==> config.mk <==
export PLATFORM = sky130hd
export DESIGN_NAME = alu_op_sequencer_flat
export DESIGN_NICKNAME = d
export VERILOG_FILES = /design/src/rtl/alu_op_sequencer_if.sv /design/src/rtl/alu_op_sequencer.sv /design/src/flat_wrapper.sv
export SDC_FILE = /design/constraint.sdc
export NUM_CORES = 1
export LEC_CHECK = 0
export ABC_AREA = 1
export BUFFER_PORTS_ARGS = -buffer_cell sky130_fd_sc_hd__buf_4
export CORE_MARGIN = 5
export CORE_UTILIZATION = 53
export CTS_CLUSTER_DIAMETER = 50
export CTS_CLUSTER_SIZE = 24
export DETAILED_ROUTE_END_ITERATION = 12
export GPL_ROUTABILITY_DRIVEN = 0
export GPL_TIMING_DRIVEN = 0
export PLACE_DENSITY = 0.88
export SYNTH_ARGS = -nofsm -noshare
export SYNTH_HDL_FRONTEND = slang
export SYNTH_SLANG_ARGS = --single-unit
==> constraint.sdc <==
create_clock -name clk -period 8.93 [get_ports clk]
set_input_delay 1.786 -clock clk [delete_from_list [all_inputs] [get_ports clk]]
set_output_delay 1.786 -clock clk [all_outputs]
set_load 0.01 [all_outputs]
==> src/rtl/alu_op_sequencer_if.sv <==
// Handshake and operand/result bundle between an issuer, the sequencer and the ALU.
// slave  : sequencer side (takes commands, drives ALU operands and responses).
// master : issuer/consumer side (drives commands, accepts responses, drives ALU results).
interface alu_op_sequencer_if #(
    parameter int unsigned TAG_W = 4
);
    // command channel
    logic             cmd_valid;
    logic             cmd_ready;
    logic [1:0]       cmd_sel;
    logic [15:0]      cmd_opa;
    logic [15:0]      cmd_opb;
    logic             cmd_cin;
    logic [TAG_W-1:0] cmd_tag;

    // ALU operand buses
    logic [1:0]       alu_sel;
    logic [15:0]      alu_a;
    logic [15:0]      alu_b;
    logic             alu_cin;
    logic [15:0]      alu_p;
    logic [15:0]      alu_q;
    logic [15:0]      alu_ma;
    logic [15:0]      alu_mb;
    logic [15:0]      alu_s;
    logic [15:0]      alu_t;

    // ALU result buses
    logic [16:0]      alu_sum;
    logic [15:0]      alu_diff;
    logic [31:0]      alu_m;
    logic [15:0]      alu_y1;
    logic [15:0]      alu_y2;

    // response channel
    logic             rsp_valid;
    logic             rsp_ready;
    logic [31:0]      rsp_data;
    logic [1:0]       rsp_sel;
    logic [TAG_W-1:0] rsp_tag;

    modport slave (
        input  cmd_valid, cmd_sel, cmd_opa, cmd_opb, cmd_cin, cmd_tag,
        input  alu_sum, alu_diff, alu_m, alu_y1, alu_y2,
        input  rsp_ready,
        output cmd_ready,
        output alu_sel, alu_a, alu_b, alu_cin, alu_p, alu_q, alu_ma, alu_mb, alu_s, alu_t,
        output rsp_valid, rsp_data, rsp_sel, rsp_tag
    );

    modport master (
        output cmd_valid, cmd_sel, cmd_opa, cmd_opb, cmd_cin, cmd_tag,
        output alu_sum, alu_diff, alu_m, alu_y1, alu_y2,
        output rsp_ready,
        input  cmd_ready,
        input  alu_sel, alu_a, alu_b, alu_cin, alu_p, alu_q, alu_ma, alu_mb, alu_s, alu_t,
        input  rsp_valid, rsp_data, rsp_sel, rsp_tag
    );
endinterface

==> src/rtl/alu_op_sequencer.sv <==
// Issue stage for the 16-bit reversible ALU: accepts one command, drives the
// selected operand pair (all other buses zero), waits SETTLE_CYCLES for the
// datapath to settle, captures the selected result and returns it.
// Ports:
//   clk  - rising-edge clock
//   rst  - asynchronous active-high reset
//   bus  - alu_op_sequencer_if.slave: cmd_* handshake in, alu_* operands out,
//          alu results in, rsp_* handshake out
module alu_op_sequencer #(
    parameter int unsigned SETTLE_CYCLES = 2,
    parameter int unsigned TAG_W         = 4
) (
    input  logic              clk,
    input  logic              rst,
    alu_op_sequencer_if.slave bus
);

    localparam int unsigned CNT_W = 4;

    typedef enum logic [1:0] {
        IDLE   = 2'd0,
        SETTLE = 2'd1,
        RESP   = 2'd2
    } state_e;

    state_e           state_q, state_d;
    logic [CNT_W-1:0] cnt_q, cnt_d;
    logic             cmd_ready_q, cmd_ready_d;
    logic             rsp_valid_q, rsp_valid_d;
    logic [1:0]       alu_sel_q, alu_sel_d;
    logic [15:0]      alu_a_q, alu_a_d;
    logic [15:0]      alu_b_q, alu_b_d;
    logic             alu_cin_q, alu_cin_d;
    logic [15:0]      alu_p_q, alu_p_d;
    logic [15:0]      alu_q_q, alu_q_d;
    logic [15:0]      alu_ma_q, alu_ma_d;
    logic [15:0]      alu_mb_q, alu_mb_d;
    logic [15:0]      alu_s_q, alu_s_d;
    logic [15:0]      alu_t_q, alu_t_d;
    logic [31:0]      rsp_data_q, rsp_data_d;
    logic [1:0]       rsp_sel_q, rsp_sel_d;
    logic [TAG_W-1:0] rsp_tag_q, rsp_tag_d;

    // State and output registers
    always_ff @(posedge clk or posedge rst) begin
        if (rst) begin
            state_q     <= IDLE;
            cnt_q       <= '0;
            cmd_ready_q <= 1'b0;
            rsp_valid_q <= 1'b0;
            alu_sel_q   <= '0;
            alu_a_q     <= '0;
            alu_b_q     <= '0;
            alu_cin_q   <= 1'b0;
            alu_p_q     <= '0;
            alu_q_q     <= '0;
            alu_ma_q    <= '0;
            alu_mb_q    <= '0;
            alu_s_q     <= '0;
            alu_t_q     <= '0;
            rsp_data_q  <= '0;
            rsp_sel_q   <= '0;
            rsp_tag_q   <= '0;
        end else begin
            state_q     <= state_d;
            cnt_q       <= cnt_d;
            cmd_ready_q <= cmd_ready_d;
            rsp_valid_q <= rsp_valid_d;
            alu_sel_q   <= alu_sel_d;
            alu_a_q     <= alu_a_d;
            alu_b_q     <= alu_b_d;
            alu_cin_q   <= alu_cin_d;
            alu_p_q     <= alu_p_d;
            alu_q_q     <= alu_q_d;
            alu_ma_q    <= alu_ma_d;
            alu_mb_q    <= alu_mb_d;
            alu_s_q     <= alu_s_d;
            alu_t_q     <= alu_t_d;
            rsp_data_q  <= rsp_data_d;
            rsp_sel_q   <= rsp_sel_d;
            rsp_tag_q   <= rsp_tag_d;
        end
    end

    // Next-state, operand load and result capture
    always_comb begin
        state_d    = state_q;
        cnt_d      = cnt_q;
        alu_sel_d  = alu_sel_q;
        alu_a_d    = alu_a_q;
        alu_b_d    = alu_b_q;
        alu_cin_d  = alu_cin_q;
        alu_p_d    = alu_p_q;
        alu_q_d    = alu_q_q;
        alu_ma_d   = alu_ma_q;
        alu_mb_d   = alu_mb_q;
        alu_s_d    = alu_s_q;
        alu_t_d    = alu_t_q;
        rsp_data_d = rsp_data_q;
        rsp_sel_d  = rsp_sel_q;
        rsp_tag_d  = rsp_tag_q;

        case (state_q)
            IDLE: begin
                // cmd_ready_q is low for the first cycle out of reset
                if (bus.cmd_valid && cmd_ready_q) begin
                    alu_sel_d = bus.cmd_sel;
                    rsp_sel_d = bus.cmd_sel;
                    rsp_tag_d = bus.cmd_tag;
                    alu_a_d   = '0;
                    alu_b_d   = '0;
                    alu_cin_d = 1'b0;
                    alu_p_d   = '0;
                    alu_q_d   = '0;
                    alu_ma_d  = '0;
                    alu_mb_d  = '0;
                    alu_s_d   = '0;
                    alu_t_d   = '0;
                    case (bus.cmd_sel)
                        2'd0: begin
                            alu_a_d   = bus.cmd_opa;
                            alu_b_d   = bus.cmd_opb;
                            alu_cin_d = bus.cmd_cin;
                        end
                        2'd1: begin
                            alu_p_d = bus.cmd_opa;
                            alu_q_d = bus.cmd_opb;
                        end
                        2'd2: begin
                            alu_ma_d = bus.cmd_opa;
                            alu_mb_d = bus.cmd_opb;
                        end
                        default: begin
                            alu_s_d = bus.cmd_opa;
                            alu_t_d = bus.cmd_opb;
                        end
                    endcase
                    cnt_d   = CNT_W'(SETTLE_CYCLES - 1);
                    state_d = SETTLE;
                end
            end
            SETTLE: begin
                if (cnt_q == '0) begin
                    case (alu_sel_q)
                        2'd0:    rsp_data_d = {15'b0, bus.alu_sum};
                        2'd1:    rsp_data_d = {16'b0, bus.alu_diff};
                        2'd2:    rsp_data_d = bus.alu_m;
                        default: rsp_data_d = {bus.alu_y2, bus.alu_y1};
                    endcase
                    state_d = RESP;
                end else begin
                    cnt_d = cnt_q - CNT_W'(1);
                end
            end
            RESP: begin
                if (rsp_valid_q && bus.rsp_ready) begin
                    state_d = IDLE;
                end
            end
            default: state_d = IDLE;
        endcase

        // Handshake flags follow the state being entered
        cmd_ready_d = (state_d == IDLE);
        rsp_valid_d = (state_d == RESP);
    end

    assign bus.cmd_ready = cmd_ready_q;
    assign bus.rsp_valid = rsp_valid_q;
    assign bus.rsp_data  = rsp_data_q;
    assign bus.rsp_sel   = rsp_sel_q;
    assign bus.rsp_tag   = rsp_tag_q;
    assign bus.alu_sel   = alu_sel_q;
    assign bus.alu_a     = alu_a_q;
    assign bus.alu_b     = alu_b_q;
    assign bus.alu_cin   = alu_cin_q;
    assign bus.alu_p     = alu_p_q;
    assign bus.alu_q     = alu_q_q;
    assign bus.alu_ma    = alu_ma_q;
    assign bus.alu_mb    = alu_mb_q;
    assign bus.alu_s     = alu_s_q;
    assign bus.alu_t     = alu_t_q;

endmodule

==> src/flat_wrapper.sv <==
// flat-port wrapper written by rule: the top's interface ports become plain ports
module alu_op_sequencer_flat 
#(
    parameter int unsigned SETTLE_CYCLES = 2,
    parameter int unsigned TAG_W         = 4
)
  (clk, rst, bus_cmd_valid, bus_cmd_sel, bus_cmd_opa, bus_cmd_opb, bus_cmd_cin, bus_cmd_tag, bus_alu_sum, bus_alu_diff, bus_alu_m, bus_alu_y1, bus_alu_y2, bus_rsp_ready, bus_cmd_ready, bus_alu_sel, bus_alu_a, bus_alu_b, bus_alu_cin, bus_alu_p, bus_alu_q, bus_alu_ma, bus_alu_mb, bus_alu_s, bus_alu_t, bus_rsp_valid, bus_rsp_data, bus_rsp_sel, bus_rsp_tag);
  alu_op_sequencer_if #(.TAG_W(TAG_W)) bus_i ();
  input  logic clk;
  input  logic rst;
  input wire logic [$bits(bus_i.cmd_valid)-1:0] bus_cmd_valid;
  input wire logic [$bits(bus_i.cmd_sel)-1:0] bus_cmd_sel;
  input wire logic [$bits(bus_i.cmd_opa)-1:0] bus_cmd_opa;
  input wire logic [$bits(bus_i.cmd_opb)-1:0] bus_cmd_opb;
  input wire logic [$bits(bus_i.cmd_cin)-1:0] bus_cmd_cin;
  input wire logic [$bits(bus_i.cmd_tag)-1:0] bus_cmd_tag;
  input wire logic [$bits(bus_i.alu_sum)-1:0] bus_alu_sum;
  input wire logic [$bits(bus_i.alu_diff)-1:0] bus_alu_diff;
  input wire logic [$bits(bus_i.alu_m)-1:0] bus_alu_m;
  input wire logic [$bits(bus_i.alu_y1)-1:0] bus_alu_y1;
  input wire logic [$bits(bus_i.alu_y2)-1:0] bus_alu_y2;
  input wire logic [$bits(bus_i.rsp_ready)-1:0] bus_rsp_ready;
  output wire logic [$bits(bus_i.cmd_ready)-1:0] bus_cmd_ready;
  output wire logic [$bits(bus_i.alu_sel)-1:0] bus_alu_sel;
  output wire logic [$bits(bus_i.alu_a)-1:0] bus_alu_a;
  output wire logic [$bits(bus_i.alu_b)-1:0] bus_alu_b;
  output wire logic [$bits(bus_i.alu_cin)-1:0] bus_alu_cin;
  output wire logic [$bits(bus_i.alu_p)-1:0] bus_alu_p;
  output wire logic [$bits(bus_i.alu_q)-1:0] bus_alu_q;
  output wire logic [$bits(bus_i.alu_ma)-1:0] bus_alu_ma;
  output wire logic [$bits(bus_i.alu_mb)-1:0] bus_alu_mb;
  output wire logic [$bits(bus_i.alu_s)-1:0] bus_alu_s;
  output wire logic [$bits(bus_i.alu_t)-1:0] bus_alu_t;
  output wire logic [$bits(bus_i.rsp_valid)-1:0] bus_rsp_valid;
  output wire logic [$bits(bus_i.rsp_data)-1:0] bus_rsp_data;
  output wire logic [$bits(bus_i.rsp_sel)-1:0] bus_rsp_sel;
  output wire logic [$bits(bus_i.rsp_tag)-1:0] bus_rsp_tag;
  assign bus_i.cmd_valid = bus_cmd_valid;
  assign bus_i.cmd_sel = bus_cmd_sel;
  assign bus_i.cmd_opa = bus_cmd_opa;
  assign bus_i.cmd_opb = bus_cmd_opb;
  assign bus_i.cmd_cin = bus_cmd_cin;
  assign bus_i.cmd_tag = bus_cmd_tag;
  assign bus_i.alu_sum = bus_alu_sum;
  assign bus_i.alu_diff = bus_alu_diff;
  assign bus_i.alu_m = bus_alu_m;
  assign bus_i.alu_y1 = bus_alu_y1;
  assign bus_i.alu_y2 = bus_alu_y2;
  assign bus_i.rsp_ready = bus_rsp_ready;
  assign bus_cmd_ready = bus_i.cmd_ready;
  assign bus_alu_sel = bus_i.alu_sel;
  assign bus_alu_a = bus_i.alu_a;
  assign bus_alu_b = bus_i.alu_b;
  assign bus_alu_cin = bus_i.alu_cin;
  assign bus_alu_p = bus_i.alu_p;
  assign bus_alu_q = bus_i.alu_q;
  assign bus_alu_ma = bus_i.alu_ma;
  assign bus_alu_mb = bus_i.alu_mb;
  assign bus_alu_s = bus_i.alu_s;
  assign bus_alu_t = bus_i.alu_t;
  assign bus_rsp_valid = bus_i.rsp_valid;
  assign bus_rsp_data = bus_i.rsp_data;
  assign bus_rsp_sel = bus_i.rsp_sel;
  assign bus_rsp_tag = bus_i.rsp_tag;
  alu_op_sequencer #(.SETTLE_CYCLES(SETTLE_CYCLES), .TAG_W(TAG_W)) u_core (.clk(clk), .rst(rst), .bus(bus_i));
endmodule
## Word level (Yosys, flattened, before mapping)

Index checks and enable logic that the tools add are counted.

| operators by class | value |
|---|---|
| $add $sub $neg | 1 |
| equality and inequality tests | 9 |
| mux-type cells | 17 |
| reductions and logical operators | 12 |

Operator list:

| kind | number |
|---|---|
| 16-bit two-way mux | 8 |
| 32-bit case mux with 3 select lines | 1 |
| 2-bit == test (second input constant) | 4 |
| 2-bit zero test | 4 |
| 4-bit two-way mux | 2 |
| 4-bit case mux with 2 select lines | 1 |
| 2-bit by 1-bit == test with 1-bit output (second input constant) | 3 |
| 2-bit two-way mux | 3 |
| 2-bit case mux with 3 select lines | 1 |
| 4-bit zero test | 1 |
| 2-bit AND reduction | 2 |
| 4-bit by 1-bit subtractor with 4-bit output (second input constant) | 1 |
| 3-bit AND reduction | 1 |
| 3-bit OR reduction | 1 |
| 1-bit logical AND | 2 |
| 2-bit by 1-bit inequality test with 1-bit output (second input constant) | 1 |
| 2-bit inequality test (second input constant) | 1 |
| 2-bit nonzero test | 1 |
| 1-bit two-way mux | 1 |

| storage, ports and cells | value |
|---|---|
| register bits after elaboration | 175 |
| bits of input ports | 140 |

## Depth between registers and ports, before layout

Gate-level depths: netlist (run 1).

| depth | value |
|---|---|
| depth in word-level cells | 4 |
| mapped depth | 8 |
| gate-level depth less buffers | 7 |

## Worst setup path after synthesis (run 1)

OpenSTA, ideal clock, no wires.

| timing | value |
|---|---|
| path type | input to register |
| start | input port bus_cmd_valid |
| end | register u_core.rsp_sel_q[1] (netlist: u_core.bus.rsp_sel[1]) |
| setup time | 0.135 ns |
| arrival time | 2.294 ns |
| required time | 8.795 ns |
| path slack | 6.502 ns |
| cell stages on the path | 5 |
| buffers on the path | 2 |
| cells stage by stage | nand3_4 buf_6 buf_4 nand2_1 o21ai_0 |

| between the ends | value |
|---|---|
| cells in the longest elaborated chain, start to end | 2 |

RTL lines:

| item | RTL line | RTL |
|---|---|---|
| from (decl) | flat_wrapper.sv:11 | `input wire logic [$bits(bus_i.cmd_valid)-1:0] bus_cmd_valid;` |
| 1-bit logical AND | alu_op_sequencer.sv:106 | `if (bus.cmd_valid && cmd_ready_q) begin` |
| 2-bit AND reduction (no source line) | - |  |
| to (signal assigned) | alu_op_sequencer.sv:80 | `rsp_sel_q <= rsp_sel_d;` |
| to (decl) | alu_op_sequencer.sv:41 | `logic [1:0] rsp_sel_q, rsp_sel_d;` |

Every way passes these cells.
A chain may end at the register's enable or synchronous reset.

## Worst setup path after layout (run 1)

| timing | value |
|---|---|
| start | register u_core.rsp_sel_q[0] (netlist: u_core.bus.rsp_sel[0]) |
| end | output port bus_rsp_sel[0] |

RTL lines:

| item | RTL line | RTL |
|---|---|---|
| to (decl) | flat_wrapper.sv:36 | `output wire logic [$bits(bus_i.rsp_sel)-1:0] bus_rsp_sel;` |

No word-level cell between the ends.

==> impl_results.md, run 1 <==
- Synth area leaders: dfrtp_1 56%, nand2_1 21%, o21ai_1 6.2%
- Worst Hold Class: reg -> reg
- Peak Freq: 342.2 MHz
- Worst VDD drop: 193.5 uV
- Post-route setup TNS: 0 ns
- Root Buffer Master: clkbuf_16
- Fill cells: 1053
- Worst-Skew Late Latency: 0.43 ns
- Area post-placement: 0.01040 mm2
- Multi-input logic area: 0.002968 mm2
- RSZ-0062 raised after global routing: no
- Largest area contributor in the netlist: dfrtp_1
- Leak: 5.752 nW
- Crit path from: u_core.bus.rsp_sel[0]
- Area of the core: 0.01448 mm2
- DRC violations left: 0
- Clock sink count: 175
- Hold path startpoint: u_core.bus.alu_s[11]
- Initial Util: 0.5393
- Critical path type: reg -> out
- Total power draw: 3.774 mW
- Setup Skew: 0.01063 ns
- Antenna violations before repair: 0
- Share of the synthesized area in the top cell type: 0.5608
- Status: finished, final reports clean
- Max-Cap Viols: 0
- Antenna diodes: 0
- Critical R2R Launch: u_core.cnt_q[0]
- Port bufs: 310
- Final setup violating endpoints: 0
- Nets: 1405
- Finished Cell Area: 0.01097 mm2
- Min Tclk post-route: 2.922 ns
- Die width: 131.4 um
- Slew Viols, Final: 0
- Avg Cell Area, Syn: 8.369 um2
- Pwr dens: 343.9 mW/mm2
- Max Fanout on Critical Path: 3
- Final Util: 0.7579
- Cts hold-fix bufs: 0
- CP Launch Type: flop
- CTS tree: yes
- Area growth, synth to finish: 40.52%
- Post-route ant nets: 0
- Cell Area, Synth: 0.007809 mm2
- Largest net degree at the start of global routing: 105
- Overflow after GRT: 0
- Dpl ws: 6.043 ns
- Non-Filler Instances: 1460
- Final hold slack: 0.4815 ns
- Critical path's largest stage delay: 0.43 ns
- YS warnings: 0
- Critical Path, Cell by Cell: buf_4, buf_4
- Sequential share of the synthesized area: 0.5608
- Synth cell types: 21
- #FFs+latches synth: 175
- Die height: 131.4 um
- Placed insts: 1428
- Number of global-route vias before repair: 7897
- CP dominant cell by count: buf_4
- First-iteration detailed-routing DRC count: 477
- Post-CTS Resized: 0
- DR pass1 iterations: 5
- First-pass GRT wire length: 42.64 mm
- WP data required: 7.14 ns
- Syn Inst Count: 933
- Crit path arrival time: 1.14 ns
- Final worst-path cycle share: 0.3272
- H-tree levels: 4
- IO Pins: 311
- Total track usage: 0.3091
- Post-CTS setup buffers: 0
- CP max stage cell: dfrtp_1
- CTS Buf Count: 17
- Clk buf depth: 2
- Wirelength, routed: 26.90 mm
- Share of cells above drive strength 1: 0.3354
- Fin. Hold Viols: 0
- Placement Rows: 44
- Mapped Nets: 1075
- DIE AREA: 0.01726 mm2
- CP Capture Type: output port
- Setup ws final: 6.008 ns
- Register area: 0.004379 mm2
- Detailed Place HPWL: 19.85 mm
- Vias per inst: 5.242
- Worst-Margin Slew: 0.5825 ns
- Clock slew seen by the registers of the worst setup and hold paths: 0.07 ns
- Slew margin rel.: 0.6117
- Vias: 7653
- DR WL/cell: 18.42 um
## worst paths after layout
| kind | endpoint | slack [ns] | depth (start not counted) |
|---|---|---|---|
| max in group asynchronous | u_core.bus.alu_s[12] | 6.64 | 3 |
| setup reg to reg | u_core.bus.rsp_data[17] | 7.40 | 6 |
| hold reg to reg | u_core.bus.alu_s[11] | 0.48 | 2 |
| min in group asynchronous | u_core.bus.cmd_ready | 1.40 | 2 |
| hold / removal | u_core.bus.alu_s[11] | 0.48 | 2 |
| setup / recovery | bus_rsp_sel[0] | 6.01 | 2 |
## layout by cell type (no fill, tap or decap), drive strengths merged
cell | synthesis | layout
buf | 50 | 361
bufinv | 0 | 1
clkbuf | 12 | 31
clkinv | 0 | 5
clkinvlp | 0 | 1
dfrtp | 175 | 175
ha | 2 | 2
inv | 13 | 19
nand2 | 443 | 443
nand3 | 38 | 38
nand4 | 1 | 1
nor2 | 47 | 47
o21ai | 151 | 151
xor2 | 1 | 1
## worst max-delay path: cells and delay by family, from the launching register on
| family | cells | cell delay [ns] |
|---|---|---|
| DFF | 1 | 0.43 |
| buffers and inverters | 2 | 0.29 |
## cell usage after synthesis, drive strengths merged
cell,instances
nand3,38
ha,2
nand4,1
nor2,47
xor2,1
clkbuf,12
nand2,443
dfrtp,175
o21ai,151
buf,50
inv,13
## final cells by class
class,instances,area share
sequential,175,0.3991
multi-input combinational,683,0.2705
timing repair buffer,311,0.2146
clock buffer,19,0.04036
buffer,62,0.03763
tap,184,0.02098
clock inverter,13,0.01174
inverter,13,0.005131
## flip-flops by register name, summed over array words and instances (netlist names), 16 cells and up
signal,count
u_core.bus.alu_p,16
u_core.bus.alu_a,16
u_core.bus.alu_b,16
u_core.bus.alu_mb,16
u_core.bus.alu_t,16
u_core.bus.alu_ma,16
u_core.bus.alu_q,16
u_core.bus.alu_s,16
u_core.bus.rsp_data,32
## where the power goes
group          internal, mW  leakage (nW)  switching, mW
logic                 0.753          3.14          0.955
registers              1.13          2.33          0.211
clock network         0.398         0.281          0.329
total                  2.28          5.75           1.50
## cells by family after synthesis
family | after synthesis | share of synthesized area
xor gates and xnor gates | 1 | 0.001122
AOI/OAI and AO/OA | 151 | 0.1074
DFF | 175 | 0.5608
and+or+nand+nor | 529 | 0.2684
buffers and inverters | 75 | 0.05912
adders and majority gates | 2 | 0.003204
## layer usage
metal,global-route usage,routed length [um],up-vias
met5,0,0,-
met4,0.1189,896,0
met3,0.1044,2479,64
met2,0.5248,13480,363
met1,0.3641,10040,3610
li1,-,-,3616
Note: power is estimated with default switching activity, not from simulation.
==> run 2, diff against run 1 <==
CORE_UTILIZATION = 49   (was 53)
PLACE_DENSITY = 0.83   (was 0.88)
clock period = 2.7 ns   (was 8.93 ns; I/O delays follow)
==> run 2 against run 1 <==
Against the previous run:
- critical path type unchanged
- count of clock-buffer cells in the layout rose by 1
- utilization fell by 5.5 points
- combinational power grew to 3.3 times the previous value
- critical endpoint unchanged
- clock skew decreased by 0.00051 ns
- clock power grew to 3.4 times the previous value
==> impl_results.md, run 2 (synthesis gave the netlist of run 1 again) <==
- Met3 routed WL: 2.647 mm
- CTS Buf Count: 17
- Die height: 136.2 um
- Nets: 1408
- Met2 wire len: 13.19 mm
- Slew Viols, Final: 0
- Final worst-path cycle share: 0.6253
- Number of global-route vias before repair: 7763
- Post-route ant nets: 0
- Worst VDD drop: 691.5 uV
- Antenna diodes: 0
- Root Buffer Master: clkbuf_16
- Area of the core: 0.01577 mm2
- Critical R2R Launch: u_core.bus.rsp_sel[0]
- Max-Cap Viols: 0
- Setup Skew: 0.01012 ns
- Critical path type: reg -> out
- Cts hold-fix bufs: 0
- Top Layer Used: met4
- Max Fanout on Critical Path: 3
- Fill cells: 1268
- Max reg flops: 32
- CP Capture Type: output port
- Finished Cell Area: 0.01108 mm2
- Initial Util: 0.4952
- Slew margin rel.: 0.4283
- DR pass1 iterations: 5
- Total track usage: 0.2852
- Worst-Skew Late Latency: 0.42 ns
- Largest net degree at the start of global routing: 42
- Clock slew seen by the registers of the worst setup and hold paths: 0.06 ns
- Final hold slack: 0.2956 ns
- Final Util: 0.7025
- Clock sink count: 175
- First-pass GRT wire length: 40.84 mm
- Leading cell types in the layout, fill and taps excluded: 442 x nand2_1, 327 x buf_4, 175 x dfrtp_1
- Wirelength, routed: 26.69 mm
- CP Launch Type: flop
- Vias: 7604
- Die width: 136.2 um
- Crit path arrival time: 1.15 ns
- Share of cells above drive strength 1: 0.3365
- Clk buf depth: 2
- Non-Filler Instances: 1494
- Post-route setup TNS: 0 ns
- Min Tclk post-route: 1.688 ns
- RSZ-0062 raised after global routing: no
- Overflow after GRT: 0
- Peak Freq: 592.3 MHz
- Leak: 5.775 nW
- Met1 WL: 10.19 mm
- Vias per inst: 5.090
- Crit path from: u_core.bus.rsp_sel[0]
- Post-CTS Resized: 0
- DRC violations left: 0
- First-iteration detailed-routing DRC count: 435
- WP data required: 2.16 ns
- Area growth, synth to finish: 41.87%
- Antenna violations before repair: 0
- Pwr dens: 1130 mW/mm2
- DR WL/cell: 17.86 um
- Detailed Place HPWL: 20.03 mm
- Placement Rows: 46
- H-tree levels: 4
- Post-CTS setup buffers: 0
- Status: finished, final reports clean
- Placed insts: 1463
- Worst-Margin Slew: 0.8557 ns
- CTS tree: yes
- Fin. Hold Viols: 0
- Worst Hold Class: in -> async
- DIE AREA: 0.01856 mm2
- Port bufs: 310
- Final setup violating endpoints: 0
- Area post-placement: 0.01049 mm2
- Commonest non-fill, non-tap cell in the layout: nand2_1
- IO Pins: 311
[run 2: cell types whose count changed in the layout (fill, tap and decap cells not counted), sizes merged]
cell,delta
inv,-4
buf,+3
clkinvlp,+2
bufinv,+1
clkbuf,+1
clkinv,-1
[run 2: worst paths after layout]
path                                           end  slack [ns]  cells after the start
setup / recovery                    bus_rsp_sel[0]        1.01                      2
hold / removal             u_core.bus.rsp_data[30]        0.30                      2
setup reg to reg            u_core.bus.rsp_data[1]        1.11                      6
hold reg to reg            u_core.bus.rsp_data[10]        0.48                      2
max in group asynchronous      u_core.bus.alu_b[5]        1.46                      4
min in group clk             u_core.bus.rsp_tag[3]        0.32                      3
[run 2: cell type report]
cell class,count,area [um2],share of cell area
inverter,13,52.55,0.004744
buffer,62,412.9,0.03727
timing repair buffer,314,2407,0.2173
clock buffer,20,456.7,0.04122
sequential,175,4379,0.3953
tap,216,270.3,0.02440
multi-input combinational,683,2968,0.2679
clock inverter,11,131.4,0.01186
[run 2: critical path, stage by stage, from the launching register on]
cell	delay [ns]
dfrtp_1	0.44
buf_4	0.16
buf_4	0.13
[run 2: where the power goes]
group	switching, mW	total (mW)	internal, mW	leakage [nW]
logic	3.15	5.64	2.50	3.16
registers	0.684	4.42	3.73	2.33
clock network	1.05	2.47	1.42	0.285
[run 2: stage by stage]
step                power [mW]  setup slack, ns
floorplan                7.150         -0.07865
global placement         9.924           -1.184
detailed placement       10.09           0.9603
CTS                      12.59           0.9875
global route             13.31           0.9784
finish                   12.52            1.012
[run 2: layer usage]
metal / vias to the layer above / global-route usage
met3: 48 / 0.09104
met1: 3586 / 0.3358
met2: 346 / 0.4890
met5: - / 0
met4: 0 / 0.1058
li1: 3624 / -
==> run 3, diff against run 2 <==
CORE_UTILIZATION = 44   (was 49)
PLACE_DENSITY = 0.78   (was 0.83)
clock period = 1.5 ns   (was 2.7 ns; I/O delays follow)
==> run 3 against run 2 <==
Against the previous run:
- routed wire length increased by 1.9%
- cell area increased by 0.98%
- sequential power increased by 81%
- sequential share of layout area decreased by 0.36 points
- register-to-register slack got worse by 1.1 ns
- hold slack got worse by 0.22 ns
- count of clock-buffer cells in the layout increased by 2
- non-clock buffer count increased by 3
- setup slack got worse by 0.96 ns
- clock skew increased by 0.0021 ns
- largest cell class unchanged
==> impl_results.md, run 3 (synthesis gave the netlist of run 1 again) <==
- Number of global-route vias before repair: 7569
- Multi-input logic area: 0.003005 mm2
- Total track usage: 0.2601
- Slew Viols, Final: 0
- Overflow after GRT: 0
- Root Buffer Master: clkbuf_16
- Clk buf depth: 2
- Commonest non-fill, non-tap cell in the layout: nand2_1
- Nets: 1413
- Worst VDD drop: 931.8 uV
- Post-route ant nets: 0
- Non-Filler Instances: 1509
- RSZ-0062 raised after global routing: yes
- Setup ws final: 0.04843 ns
- CTS Buf Count: 17
- Die height: 143.2 um
- Area post-placement: 0.01050 mm2
- DR WL/cell: 18.02 um
- Share of cells above drive strength 1: 0.3481
- Vias: 7589
- Reg2Reg Depth: 6
- Antenna diodes: 0
- CTS tree: yes
- Total power draw: 22.62 mW
- Peak Freq: 688.9 MHz
- IO Pins: 311
- Worst-Margin Slew: 0.5590 ns
- Vias per inst: 5.029
- Placement Rows: 48
- Clock slew seen by the registers of the worst setup and hold paths: 0.06 ns
- Leak: 5.819 nW
- Placed insts: 1472
- Max Fanout on Critical Path: 3
- Hold Path Depth: 3
- WP data required: 1.20 ns
- DR pass1 iterations: 5
- DRC violations left: 0
- Max-Cap Viols: 0
- Detailed Place HPWL: 20.26 mm
- Min Tclk post-route: 1.452 ns
- Die width: 143.2 um
- Register area: 0.004382 mm2
- Largest net degree at the start of global routing: 41
- Antenna violations before repair: 0
- Finished Cell Area: 0.01119 mm2
- First-pass GRT wire length: 41.34 mm
- Pwr dens: 2022 mW/mm2
- Port bufs: 310
- Status: finished, final reports clean
- Fin. Hold Viols: 0
- DIE AREA: 0.02051 mm2
- Max reg flops: 32
- Wirelength, routed: 27.19 mm
- Fill cells: 1524
- Worst-Skew Late Latency: 0.42 ns
- Clock sink count: 175
- First-iteration detailed-routing DRC count: 347
- Crit path arrival time: 1.15 ns
- H-tree levels: 4
- CP Launch Type: flop
- Leading cell types in the layout, fill and taps excluded: 441 x nand2_1, 331 x buf_4, 173 x dfrtp_1
- Area of the core: 0.01736 mm2
- Area growth, synth to finish: 43.26%
- Final setup violating endpoints: 0
- Worst Hold Class: in -> reg
- CP Capture Type: output port
- Critical path type: reg -> out
- Final Util: 0.6445
- Dpl ws: -0.09118 ns
- Slew margin rel.: 0.6253
- Initial Util: 0.4499
- Final worst-path cycle share: 0.9677
- Setup Skew: 0.01223 ns
run 3: metal layers:
metal  GRT usage  vias up  part of all wire
met4      0.1011        0             0.030
li1            -     3645                 -
met2      0.4288      320              0.49
met3     0.09076       51              0.10
met1      0.3149     3573              0.38
met5           0        -                 0
run 3: final cells by class:
cell class,count,share of cell area
plain buffers,62,0.03959
clock buffers,22,0.04149
clock inverters,10,0.009059
inverters,13,0.004921
multi-input cells,684,0.2686
flip-flops and latches,175,0.3917
well taps,225,0.02516
repair buffers,317,0.2190
repair inverters,1,0.0004474
run 3: worst max-delay path: stages, from the launching register on:
cell and delay, ns:
dfrtp_2 0.46, buf_4 0.15, buf_4 0.13
run 3: power by group:
| part | internal (mW) | leakage [nW] | switching, mW | total, mW |
|---|---|---|---|---|
| logic | 4.64 | 3.22 | 5.71 | 10.3 |
| clock network | 2.40 | 0.268 | 1.91 | 4.30 |
| registers | 6.72 | 2.33 | 1.26 | 7.98 |
run 3: worst paths after layout:
path | end | slack, ns | start
setup / recovery | bus_rsp_sel[1] | 0.05 | u_core.bus.rsp_sel[1]
hold / removal | u_core.bus.rsp_tag[2] | 0.07 | bus_cmd_tag[2]
setup reg to reg | u_core.bus.rsp_data[5] | 0.05 | u_core.bus.rsp_sel[1]
hold reg to reg | u_core.bus.rsp_data[16] | 0.48 | u_core.bus.rsp_data[16]
max in group asynchronous | u_core.bus.alu_q[5] | 0.26 | rst
min in group asynchronous | u_core.bus.rsp_tag[3] | 0.45 | rst
run 3: timing repair:
item / 4_1_cts / 5_1_grt
setup endpoints to repair: 23 / 171
hold buffers: 1 / 0
resized for setup: 7 / 26
hold endpoints to repair: 25 / 0
setup buffers: 0 / 1
gates cloned: 0 / 3
pin swaps: 0 / 3
run 3: through the flow:
stage	TNS, ns	hold slack (ns)
detailed placement	-0.5309	0.4238
global route	-0.1065	0.06547
floorplan	-181.76	0.4096
global placement	-378.73	0.4634
finish	0	0.07215
CTS	0	0.05431
